===== src/rtl/cbus_wide_master.sv =====
// CBUS initiator: carries one host access of up to 64 bits as one or two 32-bit CBUS beats.
// Optional request timeout compiled in with `define CBUS_WIDE_MASTER_TIMEOUT_EN.
module cbus_wide_master #(
    parameter int unsigned DW   = 64,
    parameter int unsigned AW   = 10,
    parameter int unsigned TO_W = 8
) (
    input  logic          clk,
    input  logic          reset,
    input  logic          host_valid,
    output logic          host_ready,
    input  logic          host_cmd,
    input  logic [AW-1:0] host_addr,
    input  logic [DW-1:0] host_wdata,
    output logic          host_done,
    output logic [DW-1:0] host_rdata,
    output logic          host_err,
    output logic          cbus_req,
    output logic          cbus_slv_cmd,
    output logic [AW:0]   cbus_slv_address,
    output logic [31:0]   cbus_slv_wdata,
    input  logic          cbus_waccept,
    input  logic          cbus_rresp,
    input  logic [31:0]   cbus_rddata
);

    localparam logic [2:0] StIdle  = 3'd0;
    localparam logic [2:0] StReqLo = 3'd1;
    localparam logic [2:0] StGap   = 3'd2;
    localparam logic [2:0] StReqHi = 3'd3;
    localparam logic [2:0] StDone  = 3'd4;

    localparam bit TwoBeat = (DW > 32);

    logic [2:0]    state_q, state_d;
    logic          req_q, req_d;
    logic          cmd_q, cmd_d;
    logic [AW:0]   addr_q, addr_d;
    logic [31:0]   wdata_q, wdata_d;
    logic [31:0]   wdata_hi_q, wdata_hi_d;
    logic [DW-1:0] rdata_q, rdata_d;
    logic          err_q, err_d;

    logic [63:0]   wdata_in_ext;
    logic [63:0]   rdata_ext;
    logic          resp;
    logic          timeout;

    // Bits above DW are zero in the extended views; only part of them is consumed.
    logic unused_ext;
    assign unused_ext = ^{rdata_ext, wdata_in_ext};

    assign wdata_in_ext = 64'(host_wdata);
    assign resp = req_q && (cmd_q ? cbus_waccept : cbus_rresp);

`ifdef CBUS_WIDE_MASTER_TIMEOUT_EN
    logic [TO_W-1:0] to_cnt_q, to_cnt_d;
    logic            req_entry;

    assign timeout   = req_q && !resp && (to_cnt_q == {TO_W{1'b1}});
    assign req_entry = (state_d != state_q) && ((state_d == StReqLo) || (state_d == StReqHi));

    always_comb begin
        to_cnt_d = to_cnt_q;
        if (req_entry) begin
            to_cnt_d = '0;
        end else if (req_q && !resp) begin
            to_cnt_d = to_cnt_q + 1'b1;
        end
    end

    always_ff @(posedge clk or posedge reset) begin
        if (reset) begin
            to_cnt_q <= '0;
        end else begin
            to_cnt_q <= to_cnt_d;
        end
    end
`else
    logic unused_to_w;
    assign unused_to_w = (TO_W == 0);
    assign timeout     = 1'b0;
`endif

    always_comb begin
        state_d    = state_q;
        req_d      = req_q;
        cmd_d      = cmd_q;
        addr_d     = addr_q;
        wdata_d    = wdata_q;
        wdata_hi_d = wdata_hi_q;
        err_d      = err_q;
        rdata_ext  = 64'(rdata_q);

        case (state_q)
            StIdle: begin
                if (host_valid) begin
                    state_d    = StReqLo;
                    req_d      = 1'b1;
                    cmd_d      = host_cmd;
                    addr_d     = {host_addr, 1'b0};
                    wdata_d    = wdata_in_ext[31:0];
                    wdata_hi_d = wdata_in_ext[63:32];
                    err_d      = 1'b0;
                    rdata_ext  = '0;
                end
            end
            StReqLo: begin
                if (resp) begin
                    req_d   = 1'b0;
                    state_d = TwoBeat ? StGap : StDone;
                    if (!cmd_q) begin
                        rdata_ext[31:0] = cbus_rddata;
                    end
                end else if (timeout) begin
                    req_d     = 1'b0;
                    state_d   = StDone;
                    err_d     = 1'b1;
                    rdata_ext = '0;
                end
            end
            StGap: begin
                state_d = StReqHi;
                req_d   = 1'b1;
                addr_d  = {addr_q[AW:1], 1'b1};
                wdata_d = wdata_hi_q;
            end
            StReqHi: begin
                if (resp) begin
                    req_d   = 1'b0;
                    state_d = StDone;
                    if (!cmd_q) begin
                        rdata_ext[63:32] = cbus_rddata;
                    end
                end else if (timeout) begin
                    req_d     = 1'b0;
                    state_d   = StDone;
                    err_d     = 1'b1;
                    rdata_ext = '0;
                end
            end
            StDone: begin
                state_d = StIdle;
            end
            default: begin
                state_d = StIdle;
                req_d   = 1'b0;
            end
        endcase

        rdata_d = DW'(rdata_ext);
    end

    always_ff @(posedge clk or posedge reset) begin
        if (reset) begin
            state_q    <= StIdle;
            req_q      <= 1'b0;
            cmd_q      <= 1'b0;
            addr_q     <= '0;
            wdata_q    <= '0;
            wdata_hi_q <= '0;
            rdata_q    <= '0;
            err_q      <= 1'b0;
        end else begin
            state_q    <= state_d;
            req_q      <= req_d;
            cmd_q      <= cmd_d;
            addr_q     <= addr_d;
            wdata_q    <= wdata_d;
            wdata_hi_q <= wdata_hi_d;
            rdata_q    <= rdata_d;
            err_q      <= err_d;
        end
    end

    assign host_ready       = (state_q == StIdle);
    assign host_done        = (state_q == StDone);
    assign host_rdata       = rdata_q;
    assign host_err         = err_q;
    assign cbus_req         = req_q;
    assign cbus_slv_cmd     = cmd_q;
    assign cbus_slv_address = addr_q;
    assign cbus_slv_wdata   = wdata_q;

endmodule


===== config.mk =====
export PLATFORM = sky130hd
export DESIGN_NAME = cbus_wide_master
export DESIGN_NICKNAME = d
export VERILOG_FILES = /design/src/rtl/cbus_wide_master.sv
export SDC_FILE = /design/constraint.sdc
export NUM_CORES = 1
export LEC_CHECK = 0
export BUFFER_PORTS_ARGS = -buffer_cell sky130_fd_sc_hd__buf_2
export CAP_MARGIN = 20
export CORE_MARGIN = 3
export CORE_UTILIZATION = 40
export CTS_BUF_LIST = sky130_fd_sc_hd__clkbuf_4 sky130_fd_sc_hd__clkbuf_8 sky130_fd_sc_hd__clkbuf_16
export CTS_CLUSTER_SIZE = 8
export DETAILED_ROUTE_END_ITERATION = 8
export PLACE_DENSITY = 0.8
export REMOVE_ABC_BUFFERS = 1
export SLEW_MARGIN = 10
export SYNTH_ARGS = -nofsm -noshare
export SYNTH_HDL_FRONTEND = slang
export SYNTH_SLANG_ARGS = --single-unit

===== constraint.sdc =====
create_clock -name clk -period 5.59 [get_ports clk]
set_clock_uncertainty 0.1 [all_clocks]
set_input_delay 1.3975 -clock clk [delete_from_list [all_inputs] [get_ports clk]]
set_output_delay 1.3975 -clock clk [all_outputs]
set_load 0.02 [all_outputs]

==> results of run 1 <==
## registers in the layout, indices dropped and copies added (netlist names)
signal / flops
cbus_req: 1
cbus_slv_address: 11
cbus_slv_cmd: 1
cbus_slv_wdata: 32
host_rdata: 64
state_q: 3
wdata_hi_q: 32
## cells in the final DEF (no fill, tap or decap), drive strengths merged, types with 4 or more instances in the layout
| master | synthesis | final |
|---|---|---|
| clkinv | 0 | 5 |
| nor2b | 65 | 65 |
| inv | 3 | 4 |
| mux2 | 107 | 107 |
| dfrtp | 144 | 144 |
| and3 | 32 | 32 |
| o21ai | 4 | 4 |
| a221o | 32 | 32 |
| bufinv | 0 | 5 |
| buf | 26 | 229 |
| clkbuf | 7 | 19 |
## report_power, final
group	switching (mW)	internal [mW]	total (mW)
sequential	0.276	1.56	1.84
combinational	1.18	0.966	2.15
clock	0.438	0.811	1.25
total	1.89	3.34	5.23
## per-layer routing
layer / global-route usage / part of all wire
met3: 0.0479 / 0.054
met5: 0 / 0
met2: 0.283 / 0.51
met4: 0.0636 / 0.020
met1: 0.208 / 0.41
## logic make-up (layout without fill, tap and decap cells)
group / count (synthesis) / after routing / synth area share
flip-flops: 144 / 144 / 0.586
AND/OR/NAND/NOR: 111 / 111 / 0.119
multiplexers: 108 / 108 / 0.200
AO/OA/AOI/OAI: 38 / 38 / 0.0582
buffers and inverters: 36 / 264 / 0.0364
other: 1 / 1 / 0.000609
## cell usage after synthesis (all sizes together)
cell type	n	area [µm²]
nor3	1	5.00
dfrtp	144	3600
clkbuf	7	26.3
nor2	2	7.51
a21oi	1	5.00
o311ai	1	8.76
mux2i	1	10.0
nand3	1	5.00
nor2b	65	407
or3	1	6.26
inv	3	11.3
buf	26	186
nand2	3	11.3
o21ai	4	23.8
and3	32	200
nor3b	3	33.8
mux2	107	1220
nand3b	1	7.51
nand4b	1	23.8
nor4b	1	23.8
a221o	32	320
conb	1	3.75
## per-stage QoR
step	worst slack, ns	setup TNS (ns)	area [µm²]	utilization
floorplan	-0.123	-7.88	5940	-
global placement	2.42	0	7360	0.497
detailed placement	2.36	0	7360	0.497
CTS	2.66	0	8020	0.541
global route	2.58	0	8020	0.541
finish	2.69	0	8020	0.541
## layout make-up
cell class                 instances  area, µm²  area share
inverter                           3       16.3     0.00203
multi-input combinational        258       2330       0.291
timing repair buffer             229       1180       0.147
tap                              184        230      0.0287
clock buffer                      19        447      0.0557
sequential                       144       3600       0.450
clock inverter                    13        210      0.0262
## worst max-delay path by stage
stage / from / to / slack [ns] / cells after the start
3_3_place_gp: cbus_rresp / host_rdata[15] / 2.42 / 4
3_5_place_dp: cbus_rresp / host_rdata[30] / 2.36 / 4
5_1_grt: state_q[2] / host_done / 2.58 / 2
4_1_cts: state_q[2] / host_done / 2.66 / 2
6_report: state_q[2] / host_done / 2.69 / 2
2_1_floorplan: host_valid / cbus_slv_address[10] / -0.12 / 2
==> summary.md, run 1 <==
| Metric | Value |
|---|---|
| Remaining antenna violation count after routing | 0 |
| Largest driver fanout on the critical path | 8 |
| Worst R2R Path Depth | 4 |
| Mean number of vias per cell | roughly 5.0 |
| Number of instances on the worst hold path | 1 |
| Clock transition at the registers of the reported paths | approximately 0.060 ns |
| Global-route wire length before repair | 22.6 mm |
| Fraction of layout cells with a size suffix above 1 | 0.563 |
| Residual DRC count | 0 |
| Number of search-and-repair iterations in the first detailed-routing pass | 4 |
| Power per Cell Area | between 600 and 700 nW/µm² |
| Clock sink count | 144 |
| Cell Count, Final, Fillers Out | 850 |
| Max Clk Rate | between 300 and 400 MHz |
| Number of synthesized register bits | between 100 and 150 |
| Power consumption | 5.23 mW |
| Number of gates resized after cts | 0 |
| Yosys Warn Count | 0 |
| Leakage Power | approximately 4.3 nW |
| Number of antenna violations at the first check in global routing | 0 |
| Endpoint of the most critical register-to-register path | host_rdata[30] |
| Detailed-route wire length per cell | 16.9 µm |
| Initial drt markers | 154 |
| Io pins | around 220 |
| Clock buffers created by TritonCTS | 17 |
| Number of port buffers | 222 |
| Count of mapped cells out of synthesis | approximately 440 |
| Capturing element type of the critical path | primary output |
| Clk Latency, worst-skew pair | 0.41 ns |
| End point of the most critical hold path | wdata_hi_q[14] |
| Number of hold buffers added after cts | 0 |
| Core Region | about 15000 µm² |
| Critical Path Source Type | flop |
| Seq/Total Area, Yosys | 0.586 |
| WP buf/inv | 1 |
| Max stage delay cell, worst path | dfrtp_1 |
| Antenna diodes | 0 |
| Placed wire-length estimate after detailed placement | about 10 mm |
| Horizontal die dimension | between 100 and 150 µm |
| CP delay by family, top | flip-flops |
| Source of the worst register-to-register timing path | state_q[1] |
| Delay contributed by the slowest stage of the critical path | between 0.5 and 0.6 ns |
| Post-Synthesis Mean Instance Area | 14.0 µm² |
| Detailed-route via count | between 4000 and 5000 |
| Slack of the worst reg-to-reg path | 3.14 ns |
| Pin count of the biggest net entering global routing | roughly 140 |
| Transition at the pin with the smallest max-transition slack | 0.831 ns |
| Total length of routed wires | ~14 mm |
| Inst Count DP | 818 |
| Data arrival time at the worst-slack endpoint | 1.40 ns |
| Post-layout net count | 765 |
| Clock tree root driver cell | clkbuf_16 |
| Min-delay src | wdata_hi_q[14] |
| Setup repair after global routing missed its margin | false |
| Maximum clock insertion buffer count | 2 |
| Final worst path period need | around 2.9 ns |
| Die Span Y | approximately 130 µm |
| Synth-to-layout area growth | 30.3% |
| Number of fillers in the final layout | between 1000 and 1500 |
| Total die area | between 15000 and 20000 µm² |
| GRT Residual Overflow | 0 |
| TritonCTS clock tree | built |
| Synth Cell Area | between 6000 and 7000 µm² |
| Final Hold Vio Count | 0 |
| Initial Util | 0.416 |
| Final worst path period share | 0.519 |
| Total Routing Usage GR | 0.169 |
| Yosys cell types | 27 |
| Count of standard-cell rows | 44 |
| Cell Chain, Critical Path | nor3b_1 -> buf_2 |
| Result of the run | complete, no violations |
| Min-Delay Path Class | reg2reg |
| Max-Cap Viols | 0 |
| Hold WS | between 0.3 and 0.4 ns |
| CTS H-tree depth | 4 |
| Via count of the first global-routing pass | between 4000 and 5000 |
| Post-CTS setup buffer count | 0 |
| Crit Path Class | reg2out |
| Worst ir drop on vdd | 0.321 mV |
| Worst relative slew slack | 0.446 |
| Routability congestion estimate from global placement | ~0.81 |
| Final Max Tran Viols | 0 |
| Worst endpoint required time | ~4.1 ns |
| Final count of negative-setup-slack endpoints | 0 |
(Power assumes the default switching activity.)
==> run 2: changes to the inputs <==
--- a/config.mk
+++ b/config.mk
@@ -12,7 +12,7 @@
 export CTS_BUF_LIST = sky130_fd_sc_hd__clkbuf_4 sky130_fd_sc_hd__clkbuf_8 sky130_fd_sc_hd__clkbuf_16
 export CTS_CLUSTER_SIZE = 8
 export DETAILED_ROUTE_END_ITERATION = 8
-export PLACE_DENSITY = 0.8
+export PLACE_DENSITY = 0.78
 export REMOVE_ABC_BUFFERS = 1
 export SLEW_MARGIN = 10
 export SYNTH_ARGS = -nofsm -noshare
==> constraint.sdc (replaced) <==
create_clock -name clk -period 2.7 [get_ports clk]
set_clock_uncertainty 0.1 [all_clocks]
set_input_delay 0.675 -clock clk [delete_from_list [all_inputs] [get_ports clk]]
set_output_delay 0.675 -clock clk [all_outputs]
set_load 0.02 [all_outputs]
==> run 2 against run 1 <==
- flip-flop and latch count is the same
- non-clock buffer count grew 3
- register-to-register slack lost 2.6 ns
- via count rose by 2.3%
- sequential power grew 110%
- final cell count is 0.24% higher
- global-route usage rose by 0.082 points
- critical path depth is the same
- die area unchanged
- hold slack lost 0.20 ns
- core utilization grew 0.43 points
- critical path type unchanged
- first-iteration DRC count is 9.7% higher
- largest cell class unchanged
==> summary.md, run 2 (synthesis results as in run 1) <==
| Metric | Value |
|---|---|
| Hold WS | 0.200 ns |
| Detailed-route wire length per cell | ~17 µm |
| Synth-to-layout area growth | 31.3% |
| Leakage Power | 4.28 nW |
| Routability congestion estimate from global placement | about 0.75 |
| Post-route setup slack | 0.366 ns |
| Commonest non-fill, non-tap cells in the layout | buf_2 (222), dfrtp_1 (144), mux2_2 (102) |
| Fraction of layout cells with a size suffix above 1 | 0.564 |
| CTS H-tree depth | 4 |
| Count of standard-cell rows | 44 |
| Maximum clock insertion buffer count | 2 |
| Horizontal die dimension | 130 µm |
| Final count of negative-setup-slack endpoints | 0 |
| Number of antenna violations at the first check in global routing | 0 |
| Cell Count, Final, Fillers Out | roughly 850 |
| Setup repair after global routing missed its margin | false |
| Power per Cell Area | around 1300 nW/µm² |
| Clock buffers created by TritonCTS | 17 |
| Clock tree root driver cell | clkbuf_16 |
| Inst Count DP | around 820 |
| Number of search-and-repair iterations in the first detailed-routing pass | 4 |
| Largest register FFs | between 60 and 70 |
| Clock sink count | approximately 140 |
| Worst Setup Slack post-DPL | 0.575 ns |
| Fraction of power spent switching nets | 0.361 |
| Post-CTS setup buffer count | 0 |
| Pin count of the biggest net entering global routing | 81 |
| Final Max Tran Viols | 0 |
| Number of fillers in the final layout | 1222 |
| Worst endpoint required time | approximately 1.9 ns |
| Comb power frac | 0.412 |
| Via count of the first global-routing pass | approximately 4600 |
| Remaining antenna violation count after routing | 0 |
| Max Clk Rate | 429 MHz |
| Clk Latency, worst-skew pair | 0.41 ns |
| Final worst path period share | 0.864 |
| Initial drt markers | between 150 and 200 |
| Final Hold Vio Count | 0 |
| Final worst path period need | ~2.3 ns |
| Commonest non-fill, non-tap cell in the layout | buf_2 |
| Number of gates resized after cts | 0 |
| Transition at the pin with the smallest max-transition slack | around 0.70 ns |
| Number of port buffers | between 200 and 250 |
| Sequential fraction of design power | 0.358 |
| Crit Path Class | reg2out |
| Result of the run | complete, no violations |
| Slack of the worst reg-to-reg path | between 0.5 and 0.6 ns |
| Post-layout net count | 768 |
| Critical Path Source Type | flop |
| Total die area | roughly 17000 µm² |
| TritonCTS clock tree | built |
| Core Region | roughly 15000 µm² |
| Total Routing Usage GR | 0.170 |
| Mean number of vias per cell | 5.14 |
| Clock transition at the registers of the reported paths | around 0.06 ns |
| Detailed-route via count | about 4400 |
| Residual DRC count | 0 |
| Io pins | 224 |
| Proportion of power drawn by the clock network | 0.230 |
| Number of hold buffers added after cts | 0 |
| Post-route design area | just over 8000 µm² |
| Reported net switching power | around 3.9 mW |
| Instance area at placement | between 7000 and 8000 µm² |
| Max-Cap Viols | 0 |
| Antenna diodes | 0 |
| Largest driver fanout on the critical path | 21 |
| Cell internal power dissipation | about 6.9 mW |
| Die Span Y | between 100 and 150 µm |
| Global-route wire length before repair | ~23 mm |
| Placed wire-length estimate after detailed placement | around 9.8 mm |
| Data arrival time at the worst-slack endpoint | 1.56 ns |
| Worst ir drop on vdd | roughly 0.66 mV |
| Capturing element type of the critical path | primary output |
| GRT Residual Overflow | 0 |
| Initial Util | 0.416 |
| Worst relative slew slack | 0.531 |
| Total length of routed wires | between 10 and 15 mm |
| Min-Delay Path Class | in2async |
run 2: critical path: stages (launching register included):
cell and delay (ns):
dfrtp_1 0.64, nor3b_1 0.30, buf_2 0.22
run 2: final cells by class:
type,instances,area (µm²),area share
tap,184,230,0.0285
multi-input combinational,258,2330,0.289
clock inverter,11,163,0.0201
inverter,3,16.3,0.00201
sequential,144,3600,0.446
timing repair buffer,232,1270,0.158
clock buffer,20,460,0.0570
run 2: metrics by stage:
step                 util  power, mW  setup TNS (ns)
finish              0.546       10.8               0
global route        0.546       11.4               0
CTS                 0.546       10.9               0
detailed placement  0.504       8.37               0
global placement    0.504       8.18               0
floorplan               -       6.79         -603.05
run 2: worst paths after layout:
kind                                endpoint  cells after the start            from
setup reg to reg              host_rdata[58]                      4      state_q[1]
hold / removal                host_rdata[43]                      2           reset
max in group asynchronous     wdata_hi_q[23]                      3           reset
min in group clk           cbus_slv_wdata[6]                      2   host_wdata[6]
setup / recovery                   host_done                      2      state_q[1]
hold reg to reg               wdata_hi_q[11]                      1  wdata_hi_q[11]
run 2: per-layer routing:
layer  track usage  up-vias  wire (µm)
li1              -     2006          -
met5             0        -          0
met1         0.212     2182       6100
met4        0.0758        0        343
met2         0.276      163       6980
met3        0.0463       30        852
run 2: power by group through the flow:
stage	Combinational (mW)	Clock, mW	Sequential [mW]
finish	4.44	2.47	3.86
global route	4.81	2.61	3.98
CTS	4.50	2.52	3.86
detailed placement	4.50	0	3.88
global placement	4.36	0	3.82
floorplan	2.00	0	4.79
==> run 3: changes to the inputs <==
--- a/config.mk
+++ b/config.mk
@@ -13,7 +13,6 @@
 export CTS_CLUSTER_SIZE = 8
 export DETAILED_ROUTE_END_ITERATION = 8
 export PLACE_DENSITY = 0.78
-export REMOVE_ABC_BUFFERS = 1
 export SLEW_MARGIN = 10
 export SYNTH_ARGS = -nofsm -noshare
 export SYNTH_HDL_FRONTEND = slang
==> run 3 against run 2 <==
- hold slack improved by 0.042 ns
- register-to-register slack got worse by 0.06 ns
- maximum frequency decreased by 0.22%
- count of clock-buffer cells in the layout increased by 4
- wire length increased by 2.0%
- core utilization decreased by 0.54 points
- combinational power about the same
- non-clock buffer count increased by 1
- largest power group unchanged
==> summary.md, run 3 (synthesis results as in run 1) <==
| Metric | Value |
|---|---|
| CTS H-tree depth | 4 |
| Mean number of vias per cell | between 5 and 6 |
| Sequential standard cell area | about 3600 µm² |
| Total length of routed wires | 14.6 mm |
| Number of fillers in the final layout | 1251 |
| Largest register FFs | 64 |
| Total die area | about 17000 µm² |
| Antenna diodes | 0 |
| Setup repair after global routing missed its margin | false |
| Post-route setup slack | about 0.36 ns |
| TritonCTS clock tree | built |
| Fraction of layout cells with a size suffix above 1 | 0.563 |
| Pin count of the biggest net entering global routing | 73 |
| Synth-to-layout area growth | 30.0% |
| Largest driver fanout on the critical path | 18 |
| Max-Cap Viols | 0 |
| Synthesized netlist net count | 550 |
| Number of hold buffers added after cts | 0 |
| Final Hold Vio Count | 0 |
| Clock buffers created by TritonCTS | 17 |
| Final count of negative-setup-slack endpoints | 0 |
| Crit Path Class | reg2out |
| Global-route wire length before repair | roughly 22 mm |
| Io pins | between 200 and 250 |
| Number of port buffers | around 220 |
| Number of search-and-repair iterations in the first detailed-routing pass | 4 |
| Min-Delay Path Class | in2async |
| Transition at the pin with the smallest max-transition slack | between 0.6 and 0.7 ns |
| Clock tree root driver cell | clkbuf_16 |
| Result of the run | complete, no violations |
| Via count of the first global-routing pass | about 4500 |
| Detailed-route via count | between 4000 and 5000 |
| Worst relative slew slack | 0.599 |
| Count of standard-cell rows | 44 |
| Number of antenna violations at the first check in global routing | 0 |
| Leakage Power | between 4 and 5 nW |
| Total Routing Usage GR | 0.170 |
| Max stage delay cell, worst path | dfrtp_1 |
| Number of gates resized after cts | 0 |
| Met2 track demand over resource | 0.284 |
| Grt met1 use | 0.204 |
| Placed wire-length estimate after detailed placement | 10.4 mm |
| Horizontal die dimension | around 130 µm |
| Post-layout utilization of the core | 0.540 |
| Capturing element type of the critical path | primary output |
| Critical Path Source Type | flop |
| Worst endpoint required time | 1.92 ns |
| Post-CTS setup buffer count | 0 |
| Post-layout net count | about 770 |
| Commonest non-fill, non-tap cell in the layout | buf_2 |
| Remaining antenna violation count after routing | 0 |
| Final worst path period need | about 2.3 ns |
| Commonest non-fill, non-tap cells in the layout | buf_2 (222), dfrtp_1 (144), mux2_2 (102) |
| Clock sink count | approximately 140 |
| Initial Util | 0.416 |
| GRT Residual Overflow | 0 |
| Routability congestion estimate from global placement | around 0.83 |
| Data arrival time at the worst-slack endpoint | 1.56 ns |
| WP buf/inv | 1 |
| Core Region | between 10000 and 15000 µm² |
| Clk Latency, worst-skew pair | 0.41 ns |
| Detailed-route wire length per cell | between 15 and 20 µm |
| Delay contributed by the slowest stage of the critical path | 0.59 ns |
| Worst ir drop on vdd | roughly 0.61 mV |
| Setup TNS | 0 ns |
| Worst Setup Slack post-DPL | approximately 0.54 ns |
| Layer with the highest usage after global routing | met2 |
| Final worst path period share | 0.866 |
| Residual DRC count | 0 |
| Power per Cell Area | 1320 nW/µm² |
| Cell Chain, Critical Path | nor3b_1 -> buf_2 |
| Initial drt markers | 180 |
| Final Max Tran Viols | 0 |
| CP delay by family, top | flip-flops |
| Die Span Y | about 130 µm |
| GR met3 Demand/Resource | 0.0442 |
| Maximum clock insertion buffer count | 2 |
| Clock transition at the registers of the reported paths | around 0.050 ns |
| Multi-input gate area | 2330 µm² |
| Max Clk Rate | 428 MHz |
[run 3: cell type report]
cell class                 instances  area share
tap                              184      0.0288
clock buffer                      24      0.0621
sequential                       144       0.450
inverter                           3     0.00188
multi-input combinational        258       0.291
clock inverter                     6      0.0103
timing repair buffer             233       0.155
[run 3: per-stage QoR]
stage	hold slack, ns	instance area [µm²]	cells	total power, mW
floorplan	0.372	6160	438	6.91
global route	0.255	8000	852	11.2
CTS	0.234	8000	852	10.7
detailed placement	0.388	7420	822	8.37
finish	0.242	8000	852	10.6
global placement	0.382	7420	822	8.17
[run 3: worst paths after layout]
check,start,end,slack (ns),cells past startpoint
max in group asynchronous,reset,cbus_slv_cmd,1.57,3
worst min register to register,wdata_hi_q[29],wdata_hi_q[29],0.40,1
worst max register to register,state_q[1],host_rdata[46],0.53,4
worst min-delay path,reset,cbus_slv_wdata[21],0.24,2
worst max-delay path,state_q[1],host_done,0.36,2
min in group clk,host_wdata[36],wdata_hi_q[4],0.40,2
[run 3: per-layer routing]
metal,part of all wire,vias to the layer above,wire length [µm]
met5,0,-,0
met1,0.41,2166,5900
met2,0.50,166,7340
met4,0.032,0,472
met3,0.058,34,842
li1,-,2006,-
[run 3: where the power goes]
part | internal (mW) | leakage, nW | total (mW) | switching (mW)
logic | 2.03 | 2.13 | 4.45 | 2.42
clock network | 1.46 | 0.290 | 2.28 | 0.817
registers | 3.24 | 1.83 | 3.84 | 0.607
